**src/rtl/mult_seq_pkg.sv**
```systemverilog
// Shared types and constants for the sequential 8x8 multiplier controller.
package mult_seq_pkg;

  localparam int unsigned NIB_W  = 4;
  localparam int unsigned OP_W   = 8;
  localparam int unsigned PROD_W = 16;

  typedef enum logic [2:0] {
    IDLE,
    PP0,
    PP1,
    PP2,
    PP3,
    DONE
  } state_t;

  localparam int unsigned SHIFT_PP0 = 0;
  localparam int unsigned SHIFT_PP1 = 4;
  localparam int unsigned SHIFT_PP2 = 4;
  localparam int unsigned SHIFT_PP3 = 8;

  // Zero-extend a 4x4 partial product and align it for the given PP state.
  function automatic logic [PROD_W-1:0] pp_term(input state_t s,
                                                input logic [2*NIB_W-1:0] p);
    logic [PROD_W-1:0] ext;
    ext = PROD_W'(p);
    case (s)
      PP0:     pp_term = ext << SHIFT_PP0;
      PP1:     pp_term = ext << SHIFT_PP1;
      PP2:     pp_term = ext << SHIFT_PP2;
      PP3:     pp_term = ext << SHIFT_PP3;
      default: pp_term = '0;
    endcase
  endfunction

endpackage

```
**src/rtl/mult8_seq_ctrl_if.sv**
```systemverilog
// Request/result handshake bundle between a datapath and mult8_seq_ctrl.
interface mult8_seq_ctrl_if #(
  parameter int unsigned TAG_W = 2
);
  import mult_seq_pkg::*;

  logic              in_valid;
  logic              in_ready;
  logic [OP_W-1:0]   in_a;
  logic [OP_W-1:0]   in_b;
  logic [TAG_W-1:0]  in_tag;
  logic              out_valid;
  logic              out_ready;
  logic [PROD_W-1:0] out_product;
  logic [TAG_W-1:0]  out_tag;

  modport master (
    output in_valid, in_a, in_b, in_tag, out_ready,
    input  in_ready, out_valid, out_product, out_tag
  );

  modport slave (
    input  in_valid, in_a, in_b, in_tag, out_ready,
    output in_ready, out_valid, out_product, out_tag
  );

endinterface

```
**src/rtl/mult8_seq_ctrl.sv**
```systemverilog
// 8x8 unsigned multiply sequenced over four cycles of an external 4x4 multiplier;
// FSM, nibble operand mux and shifted accumulator in one registered block.
module mult8_seq_ctrl
  import mult_seq_pkg::*;
#(
  parameter int unsigned TAG_W = 2
) (
  input  logic                 clk,
  input  logic                 rst,
  mult8_seq_ctrl_if.slave      bus,
  output logic [NIB_W-1:0]     mul_a,
  output logic [NIB_W-1:0]     mul_b,
  input  logic [2*NIB_W-1:0]   mul_p,
  output logic                 busy
);

  state_t            state;
  logic [PROD_W-1:0] acc;
  logic [OP_W-1:0]   a_q;
  logic [OP_W-1:0]   b_q;
  logic [TAG_W-1:0]  tag_q;
  logic              in_ready;
  logic              out_valid;
  logic [PROD_W-1:0] out_product;
  logic [TAG_W-1:0]  out_tag;

  assign bus.in_ready    = in_ready;
  assign bus.out_valid   = out_valid;
  assign bus.out_product = out_product;
  assign bus.out_tag     = out_tag;

  // mul_a/mul_b are loaded one edge early so they are valid throughout each PP cycle.
  always_ff @(posedge clk) begin
    if (rst) begin
      state       <= IDLE;
      acc         <= '0;
      a_q         <= '0;
      b_q         <= '0;
      tag_q       <= '0;
      in_ready    <= 1'b1;
      out_valid   <= 1'b0;
      out_product <= '0;
      out_tag     <= '0;
      busy        <= 1'b0;
      mul_a       <= '0;
      mul_b       <= '0;
    end else begin
      case (state)
        IDLE: begin
          if (bus.in_valid) begin
            a_q      <= bus.in_a;
            b_q      <= bus.in_b;
            tag_q    <= bus.in_tag;
            acc      <= '0;
            mul_a    <= bus.in_a[NIB_W-1:0];
            mul_b    <= bus.in_b[NIB_W-1:0];
            in_ready <= 1'b0;
            busy     <= 1'b1;
            state    <= PP0;
          end
        end
        PP0: begin
          acc   <= acc + pp_term(state, mul_p);
          mul_a <= a_q[OP_W-1:NIB_W];
          mul_b <= b_q[NIB_W-1:0];
          state <= PP1;
        end
        PP1: begin
          acc   <= acc + pp_term(state, mul_p);
          mul_a <= a_q[NIB_W-1:0];
          mul_b <= b_q[OP_W-1:NIB_W];
          state <= PP2;
        end
        PP2: begin
          acc   <= acc + pp_term(state, mul_p);
          mul_a <= a_q[OP_W-1:NIB_W];
          mul_b <= b_q[OP_W-1:NIB_W];
          state <= PP3;
        end
        PP3: begin
          acc         <= acc + pp_term(state, mul_p);
          out_product <= acc + pp_term(state, mul_p);
          out_tag     <= tag_q;
          out_valid   <= 1'b1;
          mul_a       <= '0;
          mul_b       <= '0;
          state       <= DONE;
        end
        DONE: begin
          if (bus.out_ready) begin
            out_valid <= 1'b0;
            in_ready  <= 1'b1;
            busy      <= 1'b0;
            state     <= IDLE;
          end
        end
        default: begin
          out_valid <= 1'b0;
          in_ready  <= 1'b1;
          busy      <= 1'b0;
          mul_a     <= '0;
          mul_b     <= '0;
          state     <= IDLE;
        end
      endcase
    end
  end

endmodule

```
**src/flat_wrapper.sv**
```systemverilog
// flat-port wrapper written by rule: the top's interface ports become plain ports
module mult8_seq_ctrl_flat import mult_seq_pkg::*;
#(
  parameter int unsigned TAG_W = 2
)
  (clk, rst, mul_a, mul_b, mul_p, busy, bus_in_valid, bus_in_a, bus_in_b, bus_in_tag, bus_out_ready, bus_in_ready, bus_out_valid, bus_out_product, bus_out_tag);
  mult8_seq_ctrl_if #(.TAG_W(TAG_W)) bus_i ();
  input  logic clk;
  input  logic rst;
  output logic [NIB_W-1:0] mul_a;
  output logic [NIB_W-1:0] mul_b;
  input  logic [2*NIB_W-1:0] mul_p;
  output logic busy;
  input wire logic [$bits(bus_i.in_valid)-1:0] bus_in_valid;
  input wire logic [$bits(bus_i.in_a)-1:0] bus_in_a;
  input wire logic [$bits(bus_i.in_b)-1:0] bus_in_b;
  input wire logic [$bits(bus_i.in_tag)-1:0] bus_in_tag;
  input wire logic [$bits(bus_i.out_ready)-1:0] bus_out_ready;
  output wire logic [$bits(bus_i.in_ready)-1:0] bus_in_ready;
  output wire logic [$bits(bus_i.out_valid)-1:0] bus_out_valid;
  output wire logic [$bits(bus_i.out_product)-1:0] bus_out_product;
  output wire logic [$bits(bus_i.out_tag)-1:0] bus_out_tag;
  assign bus_i.in_valid = bus_in_valid;
  assign bus_i.in_a = bus_in_a;
  assign bus_i.in_b = bus_in_b;
  assign bus_i.in_tag = bus_in_tag;
  assign bus_i.out_ready = bus_out_ready;
  assign bus_in_ready = bus_i.in_ready;
  assign bus_out_valid = bus_i.out_valid;
  assign bus_out_product = bus_i.out_product;
  assign bus_out_tag = bus_i.out_tag;
  mult8_seq_ctrl #(.TAG_W(TAG_W)) u_core (.clk(clk), .rst(rst), .bus(bus_i), .mul_a(mul_a), .mul_b(mul_b), .mul_p(mul_p), .busy(busy));
endmodule
```
**config.mk**
```make
export PLATFORM = sky130hd
export DESIGN_NAME = mult8_seq_ctrl_flat
export DESIGN_NICKNAME = d
export VERILOG_FILES = /design/src/rtl/mult_seq_pkg.sv /design/src/rtl/mult8_seq_ctrl_if.sv /design/src/rtl/mult8_seq_ctrl.sv /design/src/flat_wrapper.sv
export SDC_FILE = /design/constraint.sdc
export NUM_CORES = 1
export LEC_CHECK = 0
export CAP_MARGIN = 20
export CORE_MARGIN = 1.5
export CORE_UTILIZATION = 49
export DETAILED_ROUTE_END_ITERATION = 10
export GPL_TIMING_DRIVEN = 0
export PLACE_DENSITY = 0.8
export SYNTH_ARGS = -nofsm -noshare
export SYNTH_HDL_FRONTEND = slang
export SYNTH_SLANG_ARGS = --single-unit
```
**constraint.sdc**
```tcl
create_clock -name clk -period 1.9 [get_ports clk]
set_input_delay 0.285 -clock clk [delete_from_list [all_inputs] [get_ports clk]]
set_output_delay 0.285 -clock clk [all_outputs]
set_load 0.005 [all_outputs]
```
==> run summary <==
Largest voltage drop on the vdd net: 639 uV
GRT Total Usage: 27.6%
H-tree Lvls: 3
Finished Cell Area: 0.00508 mm2
Data required time at the worst endpoint: 2130 ps
Post-detailed-route wirelength per cell: 18.1 um
Top-level port count: 59
Max clock buf depth: 2
Initial cell density of the core: 51.5%
Final Hold Violating Endpoints: 0
Static leakage: 1.91 nW
Routability Congestion: 0.893
Period utilization: 106%
Inserted Diodes: 0
Vias per cell: 5.98
Data arrival at the endpoint of the critical path: 2240 ps
Area after detailed placement: 0.00451 mm2
Post-synthesis compound-gate area fraction: 25.8%
Setup repair after global routing missed its margin: true
Die Height: 91.0 um
Most used routing layer: met2
Synthesized-area fraction occupied by adder cells: 9.16%
Row count: 31
Slew margin rel.: 59.9%
Xor/xnor share of the synthesized area: 5.53%
Overflow left after global routing: 0
CTS Hold Buffers Added: 0
DRC Markers: 0
Min Tclk post-route: 2010 ps
Largest net degree at the start of global routing: 11
Detailed-router iteration count before antenna repair: 8
Number of vias after detailed routing: 3825
Sequential cell area fraction in the yosys report: 34.8%
Via count of the first global-routing pass: 3662
Max-Cap Viols: 0
Die X: 91.0 um
Largest fanout on the critical path: 2
Number of instances in the placed design: 614
Main synth FF type: dfxtp_1
Routing usage on met3: 5.95%
Setup ws final: -112 ps
Mean instance size in the synthesized netlist: 8.31 um2
Initial antenna violation count: 0
Non-filler cells, final: 640
Synthesized area: 0.00380 mm2
Clock latency of the later-clocked register in the worst-skew pair: 360 ps
Buffer type at the clock tree root: clkbuf_8
Number of fill cells: 594
Number of DRC markers in iteration 0: 353
Total power: 3.96 mW
Transition at the pin with the smallest max-transition slack: 599 ps
Power per standard cell area: 781 mW/mm2
Run status: finished, violations left
Clk slew on worst S/H paths: 70 ps
Post-synthesis cell count: 457
Setup TNS: -350 ps
CTS tree: yes
Global-route met1 utilization: 34.5%
FFs w/ async S/R, synth: 0%
Area fraction in and, or, nand and nor cells after synthesis: 18.0%
First-pass GRT wire length: 18000 um
Total routed wirelength: 11600 um
Area grow syn2layout: 33.7%
Crit path kind: flop to flop
Final #Nets: 594
Clock sink total: 66
Peak clock frequency supported by timing: 0.497 GHz
Worst-case register-to-register setup slack: -110 ps
Std-Cell Core Area: 0.00737 mm2
CP Launch Type: flop
Port bufs: 58
Total count of max-transition violations in the final report: 0
Flip-flop and latch count after synthesis: 66
Ratio of cells with drive above 1 in the final layout: 18.9%
Path category of the worst min-delay check: flop to flop
Total setup violations reported at the end of the flow: 8
Post-synthesis mux area share: 2.37%
CP Capture Type: flop
Count of flip-flops with a built-in enable after synthesis: 0
Violated checks: negative setup slack
DPL Wire Length: 7770 um
Warnings, synthesis: 0
Met2 track demand over resource in global routing: 45.4%
Clock Skews: 5.39 ps
Total nets after synthesis: 513
DIE AREA: 0.00829 mm2
Unique masters post-synth: 56
Post-route antenna net violation count: 0
Main combinational cell family by area after synthesis: compound AO/OA/AOI/OAI gates
Num CTS Buffers: 9
## layer usage
| layer | wire, um | up-vias | part of all wire, % |
|---|---|---|---|
| met3 | 617 | 35 | 5.3 |
| met4 | 376 | 0 | 3.3 |
| li1 | - | 1800 | - |
| met1 | 5020 | 1840 | 43 |
| met5 | 0 | - | 0 |
| met2 | 5550 | 150 | 48 |
## flip-flops by register name, indices dropped and copies added (netlist names)
register                flops
u_core.bus.out_tag          2
u_core.busy                 1
u_core.b_q                  8
u_core.tag_q                2
u_core.acc                 16
u_core.bus.out_valid        1
u_core.mul_a                4
u_core.a_q                  8
u_core.state                3
u_core.mul_b                4
u_core.bus.out_product     16
u_core.bus.in_ready         1
## kinds of logic after synthesis
group	count (synthesis)
buf+inv	26
simple gates	160
compound gates	146
fa+ha+maj	26
xor+xnor	24
mux	9
flops	66
## critical path: stages, from the launching register on
cell	delay, ps
dfxtp_2	340
ha_4	160
fa_2	380
a211oi_4	260
o21bai_1	120
a21oi_1	220
xnor2_1	100
a222oi_1	210
nor2_1	90
## final timing paths
path | startpoint | end | cells past startpoint
worst max-delay path | u_core.acc[0] | u_core.acc[6] | 8
worst min-delay path | u_core.bus.out_tag[0] | u_core.bus.out_tag[0] | 2
worst max register to register | u_core.acc[0] | u_core.acc[6] | 8
worst min register to register | u_core.bus.out_tag[0] | u_core.bus.out_tag[0] | 2
## timing repair
| item | in CTS | in global routing |
|---|---|---|
| setup buffers | 9 | 3 |
| gates resized for setup | 50 | 23 |
| endpoints found under the setup margin | 16 | 15 |
| pin swaps | 22 | 28 |
## power breakdown
group          internal [mW]  switching (mW)  leakage [nW]  total, mW
clock                  0.490           0.539        0.0810       1.03
sequential              1.50           0.103         0.543       1.60
combinational          0.618           0.720          1.29       1.34
## cells in the final DEF (no fill, tap or decap), types with 6 or more instances in the layout
master           netlist  routed
clkbuf_1               9      10
xnor2_1               17      16
buf_4                  1      11
mux2i_1                9       9
ha_4                   0      15
buf_2                  6       6
clkdlybuf4s50_1        0      50
a21o_1                 9       9
a22oi_1               15      15
nand2_1              100     100
ha_1                  23       8
dfxtp_1               66      57
a21oi_2                4       9
o211ai_1               6       6
xor2_1                 7       7
nor2_1                30      29
a21oi_1               56      50
clkbuf_8               5      15
nand3_1                8       7
o21ai_0               15      12
## synth_stat cells (3+ instances only)
cell / n / area share, %
nand2_1: 100 / 9.9
dfxtp_1: 66 / 35
a21oi_1: 56 / 7.4
nor2_1: 30 / 3.0
ha_1: 23 / 7.6
xnor2_1: 17 / 3.9
a22oi_1: 15 / 3.0
o21ai_0: 15 / 2.0
a21o_1: 9 / 1.8
clkbuf_1: 9 / 0.89
mux2i_1: 9 / 2.4
nand3_1: 8 / 1.1
xor2_1: 7 / 1.6
buf_2: 6 / 0.79
o211ai_1: 6 / 1.2
a222oi_1: 5 / 1.3
a31oi_1: 5 / 0.82
clkbuf_8: 5 / 1.8
o21bai_1: 5 / 0.99
a21oi_2: 4 / 0.92
a211oi_2: 3 / 0.99
fa_1: 3 / 1.6
inv_1: 3 / 0.30
nor3_1: 3 / 0.40
nor3_2: 3 / 0.79
o21ai_1: 3 / 0.40
## layout make-up
cell class                      count  area (um2)  share of cell area, %
Inverter                            4        15.0                  0.296
Timing Repair Buffer               70         681                   13.4
Tap cell                           99         124                   2.44
Clock inverter                      3        17.5                  0.345
Multi-Input combinational cell    365        2610                   51.3
Clock buffer                       11         141                   2.78
Buffer                             22         151                   2.98
Sequential cell                    66        1340                   26.4
## metrics by stage
stage	hold WS, ps	worst slack (ps)	util, %
final	457	-112	68.9
after global routing	474	-185	68.9
after detailed placement	447	-809	61.2
after floorplan	419	-24.0	-
after CTS	457	-57.7	67.4
after global placement	438	-738	61.2
No activity file was read; power rests on OpenSTA's default activity.
